==> config.mk <==
export PLATFORM = sky130hd
export DESIGN_NAME = rv32i_fetch_decode
export DESIGN_NICKNAME = d
export VERILOG_FILES = /design/src/rtl/rv32i_fetch_decode.sv
export SDC_FILE = /design/constraint.sdc
export NUM_CORES = 1
export LEC_CHECK = 0
export ABC_AREA = 1
export CAP_MARGIN = 15
export CORE_MARGIN = 10
export CORE_UTILIZATION = 38
export CTS_CLUSTER_SIZE = 24
export DETAILED_ROUTE_END_ITERATION = 10
export PLACE_DENSITY_LB_ADDON = 0.1
export SLEW_MARGIN = 0
export SYNTH_ARGS = -nofsm -noshare
export SYNTH_HDL_FRONTEND = slang
export SYNTH_SLANG_ARGS = --single-unit
==> constraint.sdc <==
create_clock -name clk -period 4.7 [get_ports clk]
set_input_delay 1.41 -clock clk [delete_from_list [all_inputs] [get_ports clk]]
set_output_delay 1.41 -clock clk [all_outputs]
set_load 0.03 [all_outputs]
==> src/rtl/rv32i_fetch_decode.sv <==
// RV32I fetch front end: PC, in-order imem fetch, instruction buffer and opcode pre-decode.
// Optional feature macro: RV32I_FETCH_MISALIGN_TRAP_EN. When it is defined, a misaligned redirect
// presents one trap entry and halts fetch. When it is not defined, redirect_pc[1:0] is forced to zero.
module rv32i_fetch_decode #(
  parameter logic [31:0] RESET_PC   = 32'h0000_0000,
  parameter int          FIFO_DEPTH = 2
) (
  input  logic        clk,
  input  logic        rst_n,
  output logic        imem_req_valid,
  input  logic        imem_req_ready,
  output logic [31:0] imem_req_addr,
  input  logic        imem_rsp_valid,
  input  logic [31:0] imem_rsp_data,
  input  logic        redirect_valid,
  input  logic [31:0] redirect_pc,
  output logic        id_valid,
  input  logic        id_ready,
  output logic [31:0] id_pc,
  output logic [24:0] id_instr31to7,
  output logic [2:0]  id_imm_sel,
  output logic        id_illegal,
  output logic        id_misalign
);
  localparam int PW = (FIFO_DEPTH > 1) ? $clog2(FIFO_DEPTH) : 1;
  localparam int CW = $clog2(FIFO_DEPTH + 1);

  logic [31:0]   pc;
  logic [CW-1:0] occ, outs, outs_next, drop;
  logic [PW-1:0] f_rd, f_wr, p_rd, p_wr;
  logic [31:0]   fq_pc    [FIFO_DEPTH];
  logic [31:0]   fq_instr [FIFO_DEPTH];
  logic [31:0]   pq       [FIFO_DEPTH];  // PCs of in-flight requests, oldest first
  logic [31:0]   redir_pc, head_instr;
  logic          halted, mis_pend, head_mis;
  logic          req_fire, rsp_v, rsp_keep, mis_push, push_en, pop;
  logic [2:0]    dec_sel;
  logic          dec_ill;

  function automatic logic [PW-1:0] nxt(input logic [PW-1:0] p);
    return (p == PW'(FIFO_DEPTH - 1)) ? '0 : p + PW'(1);
  endfunction

  // Responses only count while something is in flight; stale pre-reset returns are ignored.
  assign rsp_v     = imem_rsp_valid && (outs != '0);
  assign rsp_keep  = rsp_v && (drop == '0);
  assign mis_push  = mis_pend && !redirect_valid;
  assign push_en   = !redirect_valid && (rsp_keep || mis_push);
  assign pop       = id_valid && id_ready;
  assign outs_next = outs + CW'(req_fire) - CW'(rsp_v);

  assign imem_req_valid = rst_n && !redirect_valid && !halted &&
                          (({1'b0, occ} + {1'b0, outs}) < (CW + 1)'(FIFO_DEPTH));
  assign imem_req_addr  = pc;
  assign req_fire       = imem_req_valid && imem_req_ready;

`ifdef RV32I_FETCH_MISALIGN_TRAP_EN
  logic fq_mis [FIFO_DEPTH];
  assign redir_pc    = redirect_pc;
  assign head_mis    = fq_mis[f_rd];
  assign id_misalign = id_valid && head_mis;

  // Misaligned redirect: halt fetch, then queue a single trap entry the cycle after.
  always_ff @(posedge clk) begin
    if (!rst_n) begin
      halted   <= 1'b0;
      mis_pend <= 1'b0;
    end else if (redirect_valid) begin
      halted   <= |redirect_pc[1:0];
      mis_pend <= |redirect_pc[1:0];
    end else if (mis_pend) begin
      mis_pend <= 1'b0;
    end
  end

  // Trap marker travels with its buffer entry.
  always_ff @(posedge clk) begin
    if (push_en) fq_mis[f_wr] <= mis_push;
  end
`else
  assign redir_pc    = redirect_pc & 32'hFFFF_FFFC;
  assign halted      = 1'b0;
  assign mis_pend    = 1'b0;
  assign head_mis    = 1'b0;
  assign id_misalign = 1'b0;
`endif

  // Control state: PC, counters, pointers; redirect flushes the buffer and drops all in flight.
  always_ff @(posedge clk) begin
    if (!rst_n) begin
      pc   <= RESET_PC;
      occ  <= '0;
      outs <= '0;
      drop <= '0;
      f_rd <= '0;
      f_wr <= '0;
      p_rd <= '0;
      p_wr <= '0;
    end else begin
      outs <= outs_next;
      if (req_fire) begin
        p_wr <= nxt(p_wr);
        pc   <= pc + 32'd4;
      end
      if (rsp_v) p_rd <= nxt(p_rd);
      if (redirect_valid) begin
        pc   <= redir_pc;
        drop <= outs_next;
        occ  <= '0;
        f_rd <= '0;
        f_wr <= '0;
      end else begin
        if (rsp_v && (drop != '0)) drop <= drop - CW'(1);
        if (push_en) f_wr <= nxt(f_wr);
        if (pop)     f_rd <= nxt(f_rd);
        occ <= occ + CW'(push_en) - CW'(pop);
      end
    end
  end

  // Storage: in-flight PC queue and instruction buffer payload (no reset needed, outputs gated).
  always_ff @(posedge clk) begin
    if (req_fire) pq[p_wr] <= pc;
    if (push_en) begin
      fq_pc[f_wr]    <= mis_push ? pc : pq[p_rd];
      fq_instr[f_wr] <= mis_push ? 32'd0 : imem_rsp_data;
    end
  end

  assign id_valid   = (occ != '0);
  assign head_instr = fq_instr[f_rd];

  // Opcode to immediate format; unknown opcodes flag illegal.
  always_comb begin
    dec_sel = 3'b000;
    dec_ill = 1'b0;
    case (head_instr[6:0])
      7'b0010011, 7'b0000011, 7'b1100111,
      7'b0110011, 7'b0001111, 7'b1110011: dec_sel = 3'b000;
      7'b0100011:                         dec_sel = 3'b001;
      7'b1100011:                         dec_sel = 3'b010;
      7'b1101111:                         dec_sel = 3'b011;
      7'b0110111, 7'b0010111:             dec_sel = 3'b100;
      default: begin
        dec_sel = 3'b111;
        dec_ill = 1'b1;
      end
    endcase
  end

  assign id_pc         = id_valid ? fq_pc[f_rd] : 32'd0;
  assign id_instr31to7 = id_valid ? head_instr[31:7] : 25'd0;
  assign id_imm_sel    = (id_valid && !head_mis) ? dec_sel : 3'b000;
  assign id_illegal    = id_valid && !head_mis && dec_ill;
endmodule

=== After elaboration in Yosys (flattened, before gate mapping) ===
Memory sizes are Yosys's and may differ from the RTL's. A register that Yosys moved wholly into a read port is not among the register bits.
Cells that the tools add are included.
W data, S select, Z words.

* Register bits: 42
* Memory bits (writable): 192
* Bits of input ports: 70
* Output and inout bits: 96
* Logic and storage cells: 79
* Memories: 3

* Add/subtract/negate cells: 11
* Order comparisons: 1
* Equality and inequality tests: 11
* Mux-type cells: 23
* Bitwise gates (word level): 1
* Reduce and logical (&&, ||, !) cells: 20

{| class="wikitable"
|+ Memories
! name !! words !! width !! rd ports !! clocked after Yosys merged registers in !! write ports !! line !! RTL
|-
| fq_instr || 2 || 32 || 1 || 1 || 1 || 32 || <nowiki>logic [31:0] fq_instr [FIFO_DEPTH];</nowiki>
|-
| fq_pc || 2 || 32 || 1 || 1 || 1 || 31 || <nowiki>logic [31:0] fq_pc [FIFO_DEPTH];</nowiki>
|-
| pq || 2 || 32 || 1 || 1 || 1 || 33 || <nowiki>logic [31:0] pq [FIFO_DEPTH];</nowiki>
|}

{| class="wikitable"
|+ Operator list
! kind !! count
|-
| $mux W32 || 3
|-
| $add A32 B3 Y32 const B || 1
|-
| $eq A7 B7 Y1 const B || 4
|-
| $mux W25 || 1
|-
| $eq A7 B6 Y1 const B || 3
|-
| $mux W1 || 15
|-
| $pmux W3 S5 || 1
|-
| $eq A7 B5 Y1 const B || 2
|-
| $reduce_or A11 Y1 || 1
|-
| $reduce_bool A2 Y1 || 5
|-
| $logic_and A1 B1 Y1 || 9
|-
| $eq A7 B2 Y1 const B || 1
|-
| $eq A7 B4 Y1 const B || 1
|-
| $reduce_or A6 Y1 || 1
|-
| $add A1 B1 Y1 const B || 4
|-
| $add A2 B1 Y2 || 2
|-
| $mux W2 || 2
|-
| $reduce_or A2 Y1 || 2
|-
| $sub A2 B1 Y2 || 2
|-
| $add A2 B2 Y3 || 1
|-
| $lt A3 B2 Y1 const B || 1
|-
| $mux W3 || 1
|-
| $logic_not A2 Y1 || 1
|-
| $sub A2 B1 Y2 const B || 1
|-
| other kinds (2) || 2
|}

=== Longest topological paths before layout ===
Gate-level depths: netlist of run 1.

* Depth in word-level cells: 7
* Gate-level depth with buffers: 13
* Mapped depth without buffers: 12

=== Least setup slack after synthesis of run 1 ===
No wires, ideal clock.

* Path kind: in2reg
* Start point: in redirect_valid
* End point: mem fq_instr[0][0], enable pin
* Arrival time: 4545 ps
* Slack: -327 ps
* Cell stages on the path: 4
* Path through: inv_1 clkbuf_1 nand3_1 nor2_1

* Cells in the longest elaborated chain, start to end: 4

{| class="wikitable"
|+ Ends and longest elaborated chain
! what !! line !! RTL
|-
| start: declaration || 15 || <nowiki>input logic redirect_valid,</nowiki>
|-
| $logic_not A1 Y1 || 48 || <nowiki>assign push_en = !redirect_valid && (rsp_keep || mis_push);</nowiki>
|-
| $logic_and A1 B1 Y1 || 48 ||
|-
| $mux W1 || 124 || <nowiki>if (push_en) begin</nowiki>
|-
| $mux W1 || 126 || <nowiki>fq_instr[f_wr] <= mis_push ? 32'd0 : imem_rsp_data;</nowiki>
|-
| end: declaration || 32 ||
|}

No other way between the ends.

==> impl_metrics.py, run 1 <==
metrics = {
    "route": {
        "ant_nets": 0,
        "drt_iter0_drc": 323,
        "wire_per_inst_um": 16.6,
        "wirelength_um": 23700,
        "drc_errors": 0,
        "first_pass_iters": 5,
        "post_drt_via_cell_ratio": 4.70,
        "vias": 6720,
    },
    "sta": {
        "maxSlewHeadroom": 0.454,
        "report.final.slew_viol_count": 0,
        "fin_skew_ns": 0.0148,
        "fmax_ghz": 0.236,
        "hold_viol": 0,
        "rsz0062_at_grt": "no",
        "setup_violations": 0,
        "fin_crit_sh": 0.903,
        "tns_ns": 0,
        "whs_ns": 0.445,
        "tightest_slew_ns": 0.818,
        "layout_min_cycle_time_ns": 4.24,
    },
    "critical_path": {
        "path_cells": "inv_4 > nand2_1 > nand2_1 > nand3_1 > inv_1 > nand2_1 > nand2_1 > a21oi_1 > nand2_1 > nand2_1 > clkdlybuf4s50_1",
        "critPathCaptureType": "output pin",
        "cp-start-kind": "flop",
        "critPathArrivalTime_ns": 2.83,
        "cp_slowest_cell": "clkdlybuf4s50_1",
        "reg2reg_depth": 12,
        "cp_common_cell": "nand2_1",
        "cpPeakStageDelay_ns": 0.66,
        "cp.required_ns": 3.29,
        "crit_type": "reg2out",
        "crit_fanout": 28,
    },
    "synthesis": {
        "synth_top_area_share": 0.573,
        "ys_seq_elements": 226,
        "synth_area_um2": 9640,
        "ys_types": 35,
        "syn_area_per_cell_um2": 10.5,
        "yosysTopAreaCell": "edfxtp_1",
        "ys_warn_count": 0,
        "synth_common_cells": "287 x nand2_1, 184 x edfxtp_1, 87 x a21oi_1, 80 x inv_1, 51 x nor2_1",
        "synthArstFlopShare": 0,
        "synth-edff-count": 184,
        "ys.flop_type": "edfxtp_1",
        "netlist_instances": 915,
        "post-synth-top-count-cell": "nand2_1",
        "seq_area_frac_synth": 0.661,
        "synth_area_leaders": "edfxtp_1 57%, nand2_1 11%, dfxtp_1 8.7%",
    },
    "die": {
        "core_area_um2": 25000,
        "design.die.area_um2": 32100,
        "initial_core_util": 0.385,
        "die_h_um": 179,
        "die_w_um": 179,
        "io-pin-count": 166,
        "row_count": 58,
    },
    "job": {
        "max_cap_viol_count": 0,
    },
    "clock_tree": {
        "cts_tree": "built",
        "cts_setup_buffers": 0,
        "cts.path.max_buffers": 3,
        "cts.sinks": 226,
        "worstSkewPairLatency_ns": 0.52,
        "hold_buffers": 0,
        "clk_transition_reported_paths_ns": 0.05,
        "root_buffer": "clkbuf_16",
        "cts_buffers": 25,
        "htree_levels": 1,
    },
    "placed_design": {
        "gp_congestion": 0.839,
        "hpwlAfterDp_um": 15900,
        "place_inst": 1383,
        "port_buffers": 158,
    },
    "global_route": {
        "grt_pass1_wl_um": 36300,
        "grt_pass1_vias": 6427,
        "antenna_found_initial": 0,
        "grt.overflow.total": 0,
        "track_usage": 0.145,
        "grt_max_degree": 63,
    },
    "layout": {
        "fin_cells": 1429,
        "fin_nets": 1157,
        "drive_gt1_frac": 0.101,
        "antenna_cells": 0,
        "area_growth_pct": 29.4,
    },
    "outcome": {
        "outcome": "complete, no violations",
    },
    "hold_path": {
        "hold_class": "reg2reg",
        "holdPathStages": 1,
    },
    "power_and_ir_drop": {
        "power_density_nw_per_um2": 399,
        "total_power_mw": 4.97,
        "ir_drop_mv": 0.232,
        "leakage_nw": 4.62,
    },
}
[logic make-up (layout without fill, tap and decap cells)]
family                   count (synthesis)  after routing  synth area share
AND/OR/NAND/NOR                        394            394             0.166
flip-flops                             226            226             0.661
AO/OA/AOI/OAI                          126            126            0.0674
buffers and inverters                  120            300            0.0506
multiplexers                            30             30            0.0351
XOR/XNOR                                11             11            0.0100
adder cells (fa/ha/maj)                  7              7           0.00987
other                                    1              5          0.000389
[area by class of cell]
cell class / count / area, um^2
clock buffers: 32 / 683
clock inverters: 14 / 148
fillers: 2277 / 12600
inverters: 82 / 310
multi-input cells: 573 / 2830
flip-flops and latches: 226 / 6370
well taps: 330 / 413
repair buffers: 172 / 1720
[metrics by stage]
stage                     utilization  instance area, um^2  setup WS (ns)
after floorplan                     -                 9650         -0.327
after global placement          0.465                11600          0.630
after detailed placement        0.465                11600          0.616
after CTS                       0.498                12500          0.278
after global routing            0.498                12500          0.127
final                           0.498                12500          0.455
[layout by cell type, fill, tap and decap left out, types with 3 or more instances in the layout]
cell type        netlist  layout
a21oi_1               87      87
a31oi_1                3       3
buf_12                 0       3
buf_4                  6      12
bufinv_16              0       3
clkbuf_1              14       5
clkbuf_16              0      26
clkdlybuf4s50_1        0     157
clkinv_2               0       9
conb_1                 1       5
dfxtp_1               42      40
edfxtp_1             184     184
ha_1                   6       6
inv_1                 80      79
mux2_2                30      30
nand2_1              287     287
nand3_1               31      31
nand4_1                3       3
nor2_1                51      46
nor2_2                 7       9
nor2_4                 3       6
nor3_1                 3       3
o21a_1                 3       3
o21ai_0               29      29
xnor2_1                3       3
xor2_1                 8       8
[registers in the layout, summed over array words and instances, names as in the netlist, named ones only]
signal / count
fq_instr: 64
fq_pc: 60
f_wr: 1
p_rd: 1
f_rd: 1
drop: 2
occ: 2
outs: 2
pq: 60
imem_req_addr: 30
p_wr: 1
[routing by layer]
layer  GRT usage  wire, um  up-vias
met4      0.0362       368        0
met3      0.0341      1670       25
li1            -         -     3392
met5           0         0        -
met2       0.237     11100      176
met1       0.190     10600     3127
[path summary, 6_finish.rpt]
path	startpoint	endpoint	slack [ns]
hold / removal	f_rd	flop	0.45
setup reg to reg	occ[0]	drop[1]	1.96
setup / recovery	flop	id_imm_sel[2]	0.46
hold reg to reg	f_rd	flop	0.45
[repair_timing]
item,in CTS,in global routing
resized for setup,0,2
endpoints found under the hold margin,0,0
setup endpoints to repair,0,2
[worst max-delay path: cells and delay by family, from the launching register on]
family          cells  cell delay (ns)
buf+inv             3             0.95
compound gates      1             0.13
simple gates        7             0.65
flops               1             0.59
[where the power goes]
group | switching (mW) | internal, mW
Combinational | 0.351 | 0.267
Sequential | 0.0972 | 2.31
Clock | 0.757 | 1.19
(Power assumes the default switching activity.)
==> run 2: changes to the inputs <==
--- a/config.mk
+++ b/config.mk
@@ -8,3 +8,3 @@
 export ABC_AREA = 1
-export CAP_MARGIN = 15
+export CAP_MARGIN = 20
 export CORE_MARGIN = 10
==> constraint.sdc (replaced) <==
create_clock -name clk -period 4.7 [get_ports clk]
set_input_delay 0.47 -clock clk [delete_from_list [all_inputs] [get_ports clk]]
set_output_delay 0.47 -clock clk [all_outputs]
set_load 0.03 [all_outputs]
==> run 2 against run 1 <==
Clock power fell by 7%. Register-to-register slack barely moved. Worst hold slack got worse by 0.0029 ns. Largest cell class unchanged. Critical path type unchanged. Non-clock buffer count fell by 5. Highest routed layer unchanged. Core utilization fell by 0.51 points. Wire length rose by 0.57%.
==> impl_metrics.py, run 2 (same netlist as run 1, synthesis figures left out) <==
metrics = {
    "die": {
        "io-pin-count": 166,
        "row_count": 58,
        "design.die.area_um2": 32100,
        "die_h_um": 179,
        "core_area_um2": 25000,
        "initial_core_util": 0.385,
        "die_w_um": 179,
    },
    "global_route": {
        "grt.overflow.total": 0,
        "grt_max_degree": 63,
        "grt_pass1_wl_um": 36600,
        "grt_pass1_vias": 6512,
        "track_usage": 0.146,
        "antenna_found_initial": 0,
    },
    "sta": {
        "fin_crit_sh": 0.744,
        "rsz0062_at_grt": "no",
        "tightest_slew_ns": 0.943,
        "hold_viol": 0,
        "setup_violations": 0,
        "layout_min_cycle_time_ns": 3.50,
        "fin_skew_ns": 0.0204,
        "fmax_ghz": 0.286,
        "maxSlewHeadroom": 0.372,
        "setup_ws_ns": 1.20,
        "whs_ns": 0.442,
        "report.final.slew_viol_count": 0,
        "tns_ns": 0,
    },
    "layout": {
        "fin_nets": 1151,
        "mostFrequentLayoutCells": "287 x nand2_1, 184 x edfxtp_1, 158 x clkdlybuf4s50_1, 87 x a21oi_1, 79 x inv_1",
        "reg_top3": "fq_instr: 64 flops, fq_pc: 60 flops, pq: 60 flops",
        "largest-register": "fq_instr",
        "largest_register_ff_count": 64,
        "area_growth_pct": 28.1,
        "drive_gt1_frac": 0.0907,
        "final_common_cell": "nand2_1",
        "antenna_cells": 0,
        "fin_area_um2": 12300,
        "utilization": 0.493,
    },
    "clock_tree": {
        "htree_levels": 1,
        "worstSkewPairLatency_ns": 0.51,
        "cts_setup_buffers": 0,
        "cts_tree": "built",
        "root_buffer": "clkbuf_16",
        "hold_buffers": 0,
        "post_cts_resized": 0,
        "clk_transition_reported_paths_ns": 0.06,
        "cts.sinks": 226,
        "cts.path.max_buffers": 3,
        "cts_buffers": 24,
    },
    "route": {
        "first_pass_iters": 5,
        "wire_per_inst_um": 16.8,
        "drt_iter0_drc": 423,
        "post_drt_via_cell_ratio": 4.71,
        "ant_nets": 0,
        "wirelength_um": 23900,
        "vias": 6693,
        "drc_errors": 0,
    },
    "critical_path": {
        "critPathArrivalTime_ns": 3.03,
        "rr_startpoint": "occ[0]",
        "crit_type": "reg2out",
        "critPathCaptureType": "output pin",
        "crit_fanout": 33,
        "rrSetupSlack_ns": 1.97,
        "cp.required_ns": 4.23,
        "worstReg2RegEnd": "drop[1]",
        "reg2reg_depth": 12,
        "cp-start-kind": "flop",
    },
    "hold_path": {
        "hold_class": "reg2reg",
        "holdPathStages": 1,
        "hold_start": "p_rd",
    },
    "outcome": {
        "outcome": "complete, no violations",
    },
    "placed_design": {
        "hpwlAfterDp_um": 15700,
        "postPlaceCellArea_um2": 11600,
        "gp_congestion": 0.828,
        "port_buffers": 158,
        "dp_slack_ns": 1.43,
    },
    "power_and_ir_drop": {
        "ir_drop_mv": 0.200,
        "power_density_nw_per_um2": 392,
        "leakage_nw": 4.55,
    },
    "job": {
        "max_cap_viol_count": 0,
    },
}
[run 2: changes by cell type in the layout (fill, tap and decap cells not counted), sizes merged]
cell / previous run / this run
buf: 15 / 9
bufinv: 3 / 1
clkbuf: 32 / 36
clkdlybuf4s50: 157 / 158
clkinv: 10 / 7
inv: 83 / 82
[run 2: layout make-up]
class                           instances  area, um^2
Inverter                               82         308
Clock inverter                          8        60.1
Tap cell                              330         413
Fill cell                            2262       12700
Multi-Input combinational cell        573        2830
Timing Repair Buffer                  167        1650
Clock buffer                           36         717
Sequential cell                       226        6370
[run 2: report_power, final]
part	total, mW	internal (mW)	switching [mW]
Combinational	0.605	0.259	0.346
Clock	1.82	1.10	0.722
Sequential	2.41	2.31	0.0993
[run 2: worst max path at each step]
stage	slack, ns	startpoint	endpoint	depth (start not counted)
global route	0.96	flop	id_pc[14]	5
floorplan	0.61	redirect_valid	fq_instr[0][0]	4
CTS	1.05	flop	id_pc[14]	5
finish	1.20	flop	id_pc[14]	5
detailed placement	1.43	redirect_valid	fq_pc[0][28]	5
global placement	1.43	redirect_valid	fq_pc[1][27]	5
[run 2: stage by stage]
stage,power [mW],instances
global route,5.07,1422
floorplan,2.81,919
global placement,3.06,1378
detailed placement,3.07,1378
finish,4.84,1422
CTS,4.92,1422
[run 2: layer usage]
layer / share of wire / GRT usage
met5: 0 / 0
met4: 0.0096 / 0.0318
met3: 0.058 / 0.0354
met2: 0.47 / 0.240
met1: 0.46 / 0.191
[run 2: critical path, stage by stage, from the launching register on]
cell	delay, ns
dfxtp_2	0.44
inv_2	0.48
buf_4	0.49
nand2_1	0.10
a21oi_1	0.27
clkdlybuf4s50_1	0.74
==> run 3: changes to the inputs <==
Clock period 4.7 ns to 2.8 ns, I/O delays scaled along.
==> run 3 against run 2 <==
Count of clock-buffer cells in the layout is 9 lower. Global-route usage hardly changed. Critical path depth is 1 lower. Core utilization is 0.95 points higher. Register-to-register slack worse by 1.5 ns.
==> impl_metrics.py, run 3 (same netlist as run 1, synthesis figures left out) <==
metrics = {
    "layout": {
        "area_growth_pct": 30.5,
        "mostFrequentLayoutCells": "287 x nand2_1, 184 x edfxtp_1, 153 x clkdlybuf4s50_1, 87 x a21oi_1, 79 x inv_1",
        "utilization": 0.502,
        "antenna_cells": 0,
        "drive_gt1_frac": 0.108,
        "final_common_cell": "nand2_1",
        "largest-register": "fq_instr",
        "fin_nets": 1165,
        "largest_register_ff_count": 64,
        "fin_area_um2": 12600,
        "reg_top3": "fq_instr: 64 flops, fq_pc: 60 flops, pq: 60 flops",
    },
    "placed_design": {
        "port_buffers": 158,
        "hpwlAfterDp_um": 16200,
        "postPlaceCellArea_um2": 11700,
        "gp_congestion": 0.834,
    },
    "sta": {
        "setup_violations": 0,
        "hold_viol": 0,
        "fmax_ghz": 0.400,
        "rsz0062_at_grt": "no",
        "fin_crit_sh": 0.893,
        "whs_ns": 0.327,
        "layout_min_cycle_time_ns": 2.50,
        "report.final.slew_viol_count": 0,
        "fin_skew_ns": 0.0122,
    },
    "critical_path": {
        "cp.required_ns": 2.52,
        "critPathArrivalTime_ns": 2.22,
        "crit_end": "id_pc[14]",
        "worstReg2RegEnd": "drop[1]",
        "crit_fanout": 49,
        "crit_type": "reg2out",
        "reg2reg_depth": 12,
        "rrSetupSlack_ns": 0.47,
        "cp-start-kind": "flop",
        "critPathCaptureType": "output pin",
        "rr_startpoint": "occ[0]",
    },
    "clock_tree": {
        "post_cts_resized": 0,
        "cts_setup_buffers": 0,
        "htree_levels": 1,
        "worstSkewPairLatency_ns": 0.52,
        "cts.path.max_buffers": 3,
        "cts.sinks": 226,
        "root_buffer": "clkbuf_16",
        "hold_buffers": 0,
        "cts_tree": "built",
        "clk_transition_reported_paths_ns": 0.06,
        "cts_buffers": 25,
    },
    "outcome": {
        "outcome": "complete, no violations",
    },
    "hold_path": {
        "hold_class": "in2reg",
    },
    "global_route": {
        "grt_pass1_vias": 6481,
        "grt_max_degree": 50,
        "track_usage": 0.146,
        "grt_pass1_wl_um": 36600,
        "antenna_found_initial": 0,
        "grt.overflow.total": 0,
    },
    "power_and_ir_drop": {
        "power_frac_seq": 0.474,
        "switching_share": 0.244,
        "p_clk_frac": 0.392,
        "pwr-share-comb": 0.134,
        "ir_drop_mv": 0.323,
        "p_sw_mw": 2.04,
        "internal_power_mw": 6.34,
        "power_density_nw_per_um2": 666,
        "leakage_nw": 4.67,
    },
    "die": {
        "initial_core_util": 0.385,
        "core_area_um2": 25000,
        "die_w_um": 179,
        "row_count": 58,
        "design.die.area_um2": 32100,
        "die_h_um": 179,
        "io-pin-count": 166,
    },
    "route": {
        "vias": 6671,
        "ant_nets": 0,
        "wirelength_um": 23900,
        "wire_per_inst_um": 16.7,
        "drc_errors": 0,
        "drt_iter0_drc": 383,
        "post_drt_via_cell_ratio": 4.64,
        "first_pass_iters": 4,
    },
    "job": {
        "max_cap_viol_count": 0,
    },
}
## run 3: changes by cell type in the layout (fill, tap and decap cells not counted), moves of 2 or more
cell             change
clkbuf_8             -5
clkinv_4             +2
clkinv_1             +2
buf_12               +8
buf_4               +10
clkdlybuf4s50_1      -5
clkbuf_1             -4
clkinv_2             +2
bufinv_16            +3
## run 3: metrics by stage
step | std cells | setup WS (ns) | total power, mW | setup TNS (ns)
2_1_floorplan | 919 | -0.189 | 4.71 | -11.31
3_3_place_gp | 1391 | 0.446 | 5.17 | 0
3_5_place_dp | 1391 | 0.452 | 5.18 | 0
4_1_cts | 1437 | 0.229 | 8.50 | 0
5_1_grt | 1437 | 0.154 | 8.76 | 0
6_report | 1437 | 0.300 | 8.38 | 0
## run 3: power by group through the flow
| stage | clock network, mW | registers, mW | logic, mW |
|---|---|---|---|
| finish | 3.29 | 3.97 | 1.12 |
| global route | 3.52 | 4.00 | 1.24 |
| CTS | 3.38 | 3.98 | 1.14 |
| detailed placement | 0 | 4.05 | 1.14 |
| global placement | 0 | 4.04 | 1.13 |
| floorplan | 0 | 4.07 | 0.633 |
## run 3: critical path, stage by stage, from the launching register on
cell             delay (ns)
dfxtp_2                0.38
buf_12                 0.25
nand2_1                0.08
a21oi_1                0.26
clkdlybuf4s50_1        0.72
## run 3: layout make-up
cell class	count	area, um^2
Inverter	82	308
Sequential cell	226	6370
Tap cell	330	413
Multi-Input combinational cell	573	2830
Clock buffer	27	633
Clock inverter	19	199
Timing Repair Buffer	180	1830
Fill cell	2332	12500
## run 3: how the worst min path moves through the flow
stage	end	slack, ns	startpoint	cells past startpoint
final	imem_req_addr[8]	0.33	redirect_pc[8]	3
after global routing	fq_instr[1][12]	0.31	imem_rsp_data[12]	1
after CTS	imem_req_addr[8]	0.31	redirect_pc[8]	3
after detailed placement	flop	0.45	f_rd	1
after global placement	p_rd	0.44	p_rd	1
after floorplan	fq_instr[0][0]	0.38	imem_rsp_data[0]	0
## run 3: per-layer routing
layer	GRT usage	vias to the layer above	wire length (um)	share of wire
met2	0.234	164	10900	0.46
met5	0	-	0	0
met1	0.196	3079	11100	0.46
li1	-	3400	-	-
met4	0.0383	0	393	0.016
met3	0.0335	28	1560	0.065
